`src/rtl/debounce_pkg.sv`:
```
// debounce_pkg: shared constants and counter-width helper for the debounce array
package debounce_pkg;
  localparam int unsigned SYNC_STAGES = 2;
  localparam int unsigned DEF_CHANNELS = 4;
  localparam int unsigned DEF_STABLE_CYCLES = 5;
  localparam int unsigned DEF_LONG_CYCLES = 1000;
  localparam logic DEF_RESET_VAL = 1'b0;
  function automatic int unsigned ctr_width(input int unsigned n);
    return $clog2(n + 1);
  endfunction
endpackage

```
`src/rtl/debounce_array_if.sv`:
```
// debounce_array_if: raw pin inputs and conditioned outputs of the debounce array
interface debounce_array_if import debounce_pkg::*; #(
  parameter int unsigned CHANNELS = DEF_CHANNELS
);
  logic [CHANNELS-1:0] raw_in;
  logic [CHANNELS-1:0] db_level;
  logic [CHANNELS-1:0] rise;
  logic [CHANNELS-1:0] fall;
  logic [CHANNELS-1:0] long_press;
  logic any_change;
  modport master(output raw_in, input db_level, rise, fall, any_change, long_press);
  modport slave(input raw_in, output db_level, rise, fall, any_change, long_press);
endinterface

```
`src/rtl/debounce_channel.sv`:
```
// debounce_channel: sync + stability filter + strobes; hold detector under DEBOUNCE_LONG_PRESS_EN
module debounce_channel import debounce_pkg::*; #(
  parameter int unsigned STABLE_CYCLES = DEF_STABLE_CYCLES,
  parameter logic RESET_VAL = DEF_RESET_VAL,
  parameter int unsigned LONG_CYCLES = DEF_LONG_CYCLES
) (
  input  logic clk,
  input  logic reset,
  input  logic raw,
  output logic level,
  output logic rise,
  output logic fall,
  output logic long_press
);
  localparam int unsigned CW = ctr_width(STABLE_CYCLES);
  localparam logic [CW-1:0] LAST = CW'(STABLE_CYCLES - 1);
  if (STABLE_CYCLES < 1 || LONG_CYCLES < 1) begin : g_bad_param
    $error("debounce_channel: STABLE_CYCLES and LONG_CYCLES must be >= 1");
  end
  logic [SYNC_STAGES-1:0] sync;
  logic [CW-1:0] cnt;
  logic s;
  assign s = sync[SYNC_STAGES-1];
  always_ff @(posedge clk) begin
    if (reset) begin
      sync <= {SYNC_STAGES{RESET_VAL}};
      level <= RESET_VAL;
      cnt <= '0;
      rise <= 1'b0;
      fall <= 1'b0;
    end else begin
      sync <= {sync[SYNC_STAGES-2:0], raw};
      rise <= 1'b0;
      fall <= 1'b0;
      if (s == level) cnt <= '0;
      else if (cnt == LAST) begin
        level <= s;
        cnt <= '0;
        rise <= s;
        fall <= ~s;
      end else cnt <= cnt + CW'(1);
    end
  end
`ifdef DEBOUNCE_LONG_PRESS_EN
  localparam int unsigned HW = ctr_width(LONG_CYCLES);
  localparam logic [HW-1:0] HOLD_MAX = HW'(LONG_CYCLES);
  logic [HW-1:0] hold;
  // saturating at HOLD_MAX gives exactly one strobe per press
  always_ff @(posedge clk) begin
    if (reset || !level) begin
      hold <= '0;
      long_press <= 1'b0;
    end else begin
      long_press <= hold == HOLD_MAX - HW'(1);
      if (hold != HOLD_MAX) hold <= hold + HW'(1);
    end
  end
`else
  assign long_press = 1'b0;
`endif
endmodule

```
`src/rtl/debounce_array.sv`:
```
// debounce_array: N independent debounced inputs; long-press strobes when DEBOUNCE_LONG_PRESS_EN is defined
module debounce_array import debounce_pkg::*; #(
  parameter int unsigned CHANNELS = DEF_CHANNELS,
  parameter int unsigned STABLE_CYCLES = DEF_STABLE_CYCLES,
  parameter logic RESET_VAL = DEF_RESET_VAL,
  parameter int unsigned LONG_CYCLES = DEF_LONG_CYCLES
) (
  input logic clk,
  input logic reset,
  debounce_array_if.slave bus
);
  for (genvar c = 0; c < CHANNELS; c++) begin : g_ch
    debounce_channel #(
      .STABLE_CYCLES(STABLE_CYCLES),
      .RESET_VAL(RESET_VAL),
      .LONG_CYCLES(LONG_CYCLES)
    ) u_ch (
      .clk(clk),
      .reset(reset),
      .raw(bus.raw_in[c]),
      .level(bus.db_level[c]),
      .rise(bus.rise[c]),
      .fall(bus.fall[c]),
      .long_press(bus.long_press[c])
    );
  end
  assign bus.any_change = |(bus.rise | bus.fall);
endmodule

```
`src/flat_wrapper.sv`:
```
// flat-port wrapper written by rule: the top's interface ports become plain ports
module debounce_array_flat import debounce_pkg::*;
#(
  parameter int unsigned CHANNELS = DEF_CHANNELS,
  parameter int unsigned STABLE_CYCLES = DEF_STABLE_CYCLES,
  parameter logic RESET_VAL = DEF_RESET_VAL,
  parameter int unsigned LONG_CYCLES = DEF_LONG_CYCLES
)
  (clk, reset, bus_raw_in, bus_db_level, bus_rise, bus_fall, bus_any_change, bus_long_press);
  debounce_array_if #(.CHANNELS(CHANNELS)) bus_i ();
  input logic clk;
  input logic reset;
  input wire logic [$bits(bus_i.raw_in)-1:0] bus_raw_in;
  output wire logic [$bits(bus_i.db_level)-1:0] bus_db_level;
  output wire logic [$bits(bus_i.rise)-1:0] bus_rise;
  output wire logic [$bits(bus_i.fall)-1:0] bus_fall;
  output wire logic [$bits(bus_i.any_change)-1:0] bus_any_change;
  output wire logic [$bits(bus_i.long_press)-1:0] bus_long_press;
  assign bus_i.raw_in = bus_raw_in;
  assign bus_db_level = bus_i.db_level;
  assign bus_rise = bus_i.rise;
  assign bus_fall = bus_i.fall;
  assign bus_any_change = bus_i.any_change;
  assign bus_long_press = bus_i.long_press;
  debounce_array #(.CHANNELS(CHANNELS), .STABLE_CYCLES(STABLE_CYCLES), .RESET_VAL(RESET_VAL), .LONG_CYCLES(LONG_CYCLES)) u_core (.clk(clk), .reset(reset), .bus(bus_i));
endmodule
```
`config.mk`:
```
export PLATFORM = sky130hd
export DESIGN_NAME = debounce_array_flat
export DESIGN_NICKNAME = d
export VERILOG_FILES = /design/src/rtl/debounce_pkg.sv /design/src/rtl/debounce_array_if.sv /design/src/rtl/debounce_channel.sv /design/src/rtl/debounce_array.sv /design/src/flat_wrapper.sv
export SDC_FILE = /design/constraint.sdc
export NUM_CORES = 1
export LEC_CHECK = 0
export ABC_AREA = 1
export CORE_ASPECT_RATIO = 0.8
export CORE_MARGIN = 2
export CORE_UTILIZATION = 30
export DETAILED_ROUTE_END_ITERATION = 10
export GPL_TIMING_DRIVEN = 0
export HOLD_SLACK_MARGIN = 0.1
export PLACE_DENSITY = 0.47
export RECOVER_POWER = 100
export SLEW_MARGIN = 20
export SYNTH_ARGS = -nofsm -noshare
export SYNTH_HDL_FRONTEND = slang
export SYNTH_SLANG_ARGS = --single-unit
```
`constraint.sdc`:
```
create_clock -name clk -period 1.8 [get_ports clk]
set_input_delay 0.18 -clock clk [delete_from_list [all_inputs] [get_ports clk]]
set_output_delay 0.18 -clock clk [all_outputs]
set_load 0.05 [all_outputs]
```
Word level (Yosys, flattened, before mapping)
Index checks and enable logic that the tools add are counted.
{"block": "word_totals", "regBits": 32, "input_bits": 6, "wordCells": 58}
{"block": "classes", "add_sub_neg": 4, "eq_ne": 8, "bitwise": 13, "reduce_logical": 13}
{"cell": "3-bit OR reduction", "n": 8}
{"cell": "3-bit by 1-bit adder with 3-bit output (second input constant)", "n": 4}
{"cell": "3-bit equality test (second input constant)", "n": 4}
{"cell": "1-bit inverter", "n": 12}
{"cell": "2-bit AND reduction", "n": 4}
{"cell": "1-bit equality test", "n": 4}
{"cell": "4-bit bitwise OR", "n": 1}
{"cell": "4-bit OR reduction", "n": 1}

Depth between registers and ports, before layout
{"block": "logic_depth", "ltp_word": 3, "ltp_mapped": 7, "ltp_nobuf": 7}

Modules after synthesis
A second synthesis with hierarchy kept.
{"block": "hier_totals", "hier_cells": 171, "area_unflattened_um2": 1347.5}
{"mod": "debounce_channel", "n_inst": 4, "cells_per_inst": 39, "area_each_um2": 322.8, "seq_area_each_um2": 160.2}
{"mod": "debounce_array", "n_inst": 1, "cells_per_inst": 15, "area_each_um2": 56.3, "seq_area_each_um2": 0.0}

Worst setup path after synthesis
OpenSTA, ideal clock, no wires.
{"block": "synth_timing", "kind": "register to output", "start": "register u_core.g_ch[1].u_ch.fall", "end": "output port bus_any_change", "arrival_time_ns": 0.865, "required_time_ns": 1.620, "setup_slack_ns": 0.755, "stages_incl_launch_ff": 3, "n_path_buf": 0, "cell_sequence": "dfxtp_1 nor2_1 nand4_1"}
{"block": "synth_between", "elab_chain_cells": 2}
{"item": "start, declared", "line_no": "debounce_channel.sv:12", "source": "output logic fall,"}
{"item": "start signal, assigned", "line_no": "debounce_channel.sv:40", "source": "fall <= ~s;"}
{"item": "4-bit bitwise OR", "line_no": "debounce_array.sv:27", "source": "assign bus.any_change = |(bus.rise | bus.fall);"}
{"item": "4-bit OR reduction", "line_no": "debounce_array.sv:27"}
{"item": "end, declared", "line_no": "flat_wrapper.sv:17", "source": "output wire logic [$bits(bus_i.any_change)-1:0] bus_any_change;"}
Every way passes these cells.

Final worst setup path
{"block": "layout_timing", "start": "register u_core.g_ch[2].u_ch.level", "end": "output port bus_db_level[2]"}
{"item": "start, declared", "line_no": "debounce_channel.sv:10", "source": "output logic level,"}
{"item": "start signal, assigned", "line_no": "debounce_channel.sv:37", "source": "level <= s;"}
{"item": "end, declared", "line_no": "flat_wrapper.sv:14", "source": "output wire logic [$bits(bus_i.db_level)-1:0] bus_db_level;"}
No word-level cell between the ends.

==> results.md <==
* DR vias at 984
* Final worst setup slack at 52.46 ps
* Sequential area share after synthesis at 46.38%
* Gr usage total at 9.588%
* Min Hold Slack at 116.8 ps
* Post-Route Setup TNS at 0 ps
* Antenna fix cells at 0
* RSZ-0062 raised after global routing: no
* Layout Nets at 210
* Hold Path Cell Cnt at 2
* Required time of the critical path at 1620 ps
* CP Capture Type: output port
* Max Cap Viol at 0
* Die Y at 64.69 um
* Num CTS Buffers at 5
* Pleak at 0.7545 nW
* Drt wl/cell at 8.249 um
* FMAX at 0.5722 GHz
* Global-route wire length before repair at 3691 um
* Syn avg cell area at 8.174 um^2
* Postcts setup bufs at 0
* CORE AREA at 0.004514 mm^2
* CP startpoint kind: flop
* Initial DRC count at 23
* Detail Route Antenna Nets at 0
* Worst flop-to-flop path startpoint: u_core.g_ch[2].u_ch.cnt[0]$_SDFF_PP0_
* Hold Crit Class: in2reg
* IO Pins at 23
* Gr ovfl total at 0
* Vias in the first global route at 927
* DIE AREA at 0.005166 mm^2
* CTS root buf: clkbuf_8
* PwrDens at 860.8 mW/mm^2
* Routed wire length at 2120 um
* Fill cells at 486
* Reg clk slew, reported paths at 70 ps
* Layout area overhead at 22.83%
* Tightest Pin Transition at 608.3 ps
* DRC viols at 0
* Synth Cell Area at 0.001381 mm^2
* Largest net degree at the start of global routing at 11
* Placed insts at 249
* CP max FO at 4
* Initial antenna violation count at 0
* CP Class: reg2out
* Status: finished clean
* Final Non-Filler Cells at 257
* Reg2Reg Depth at 5
* Synth warn at 0
* CTS tree: built
* R2R setup slack at 740 ps
* Input/output buffers at 17
* Reg-to-Reg End: u_core.g_ch[2].u_ch.cnt[2]$_SDFF_PP0_
* Post-synth cell types at 14
* Cells after Synth at 169
* DP Wirelength at 1681 um
* Worst slew margin at 59.62%
* Max-slew violation count at 0
* Final period util at 97.09%
* Worst vdd ir at 0.0003696 V
* Arr. time, crit path at 1570 ps
* Initial core utilization at 30.60%
* Number of detailed-route iterations in the first pass at 4
* Yosys reg bits at 32
* GPL Wtd Cong at 0.7003
* Vias per Instance at 3.829
* Area occupied by multi-input gates at 441.7 um^2
* Hold Path Sink: u_core.g_ch[1].u_ch.sync[0]$_SDFF_PP0_
* Worst skew pair latency at 280 ps
* Htree depth at 2
* # clock sinks at 32
* Row cnt at 22
* Pre-CTS setup slack at 314.7 ps
* Clk_skew at 7.961 ps
* Layout cell share with drive strength beyond 1 at 13.20%
* Final setup viols at 0
* Hold Startpoint: reset
* Final Hold Vio Count at 0
* DIE WIDTH at 79.87 um
* Min Tclk post-route at 1748 ps
* Storage element area at 640.6 um^2
* CTS max path bufs at 2
[cells in the mapped netlist]
cell type  count  area (um^2)
inv_6          1        8.760
conb_1         1        3.750
nand3_1        4        20.02
xnor2_1        4        35.03
nand2_1       24        90.09
buf_4         16        120.1
nand4_4        2        42.54
buf_12         1        20.02
dfxtp_1       32        640.6
ha_1           8        100.1
nand4_1        3        18.77
nor2_1        40        150.1
inv_1         32        120.1
buf_6          1        11.26
[worst max-delay path, cell delays in order (launching register included)]
cell,delay [ps]
dfxtp_1,370
clkbuf_4,140
clkdlybuf4s50_1,780
[layer usage]
layer	part of all wire (%)	GRT usage, %
met4	0.85	5.720
met1	45	10.10
met5	0	0
met3	5.7	3.621
met2	48	16.28
[layout make-up]
cell class | instances | area share (%)
inverters | 33 | 7.596
clock buffers | 6 | 4.277
plain buffers | 18 | 8.923
repair buffers | 17 | 8.923
well taps | 60 | 4.425
flip-flops and latches | 32 | 37.76
clock inverters | 2 | 2.065
multi-input cells | 89 | 26.03
[sequential cells by signal, summed over array words and instances, names as in the netlist]
name                    flops
u_core.g_ch.u_ch.cnt       12
u_core.g_ch.u_ch.sync       8
u_core.g_ch.u_ch.fall       4
u_core.g_ch.u_ch.level      4
u_core.g_ch.u_ch.rise       4
[power by group]
group	total (mW)	internal, mW	switching, mW
registers	0.725	0.719	0.00566
clock network	0.664	0.410	0.253
logic	0.0722	0.0283	0.0438
total	1.46	1.16	0.303
[worst max-delay path by stage]
stage	start	to	slack, ps
2_1_floorplan	u_core.g_ch[1].u_ch.fall$_SDFF_PP0_	bus_any_change	750
3_3_place_gp	u_core.g_ch[2].u_ch.fall$_SDFF_PP0_	bus_any_change	330
3_5_place_dp	u_core.g_ch[1].u_ch.fall$_SDFF_PP0_	bus_any_change	310
4_1_cts	u_core.g_ch[1].u_ch.fall$_SDFF_PP0_	bus_any_change	10
5_1_grt	u_core.g_ch[1].u_ch.level$_SDFFE_PP0P_	bus_db_level[1]	10
6_report	u_core.g_ch[2].u_ch.level$_SDFFE_PP0P_	bus_db_level[2]	50
[stage by stage]
| step | power, mW | area (um^2) | utilization, % |
|---|---|---|---|
| 2_1_floorplan | 0.8015 | 1393 | - |
| 3_3_place_gp | 0.8160 | 1638 | 36.28 |
| 3_5_place_dp | 0.8186 | 1638 | 36.28 |
| 4_1_cts | 1.494 | 1745 | 38.66 |
| 5_1_grt | 1.533 | 1697 | 37.58 |
| 6_report | 1.461 | 1697 | 37.58 |
[cell usage in the layout, fill, tap and decap left out, drive strengths merged]
master / n
dfxtp: 32
nand3: 4
bufinv: 1
nand4: 5
dlygate4sd3: 4
buf: 9
xnor2: 4
conb: 4
clkinv: 1
nor2: 40
clkbuf: 18
nand2: 24
inv: 33
ha: 8
clkdlybuf4s50: 10
[cells by family after synthesis]
| logic type | count (synthesis) | synth area share [%] |
|---|---|---|
| flip-flops | 32 | 46.38 |
| XOR/XNOR | 4 | 2.536 |
| buffers and inverters | 51 | 20.29 |
| adder cells (fa/ha/maj) | 8 | 7.247 |
| AND/OR/NAND/NOR | 73 | 23.28 |
| other | 1 | 0.2715 |
[what timing repair did]
item                                    4_1_cts  5_1_grt
gates resized for setup                       0        3
endpoints found under the setup margin        0        3
hold buffers                                  0        0
Power figures use the tool's default switching activity.
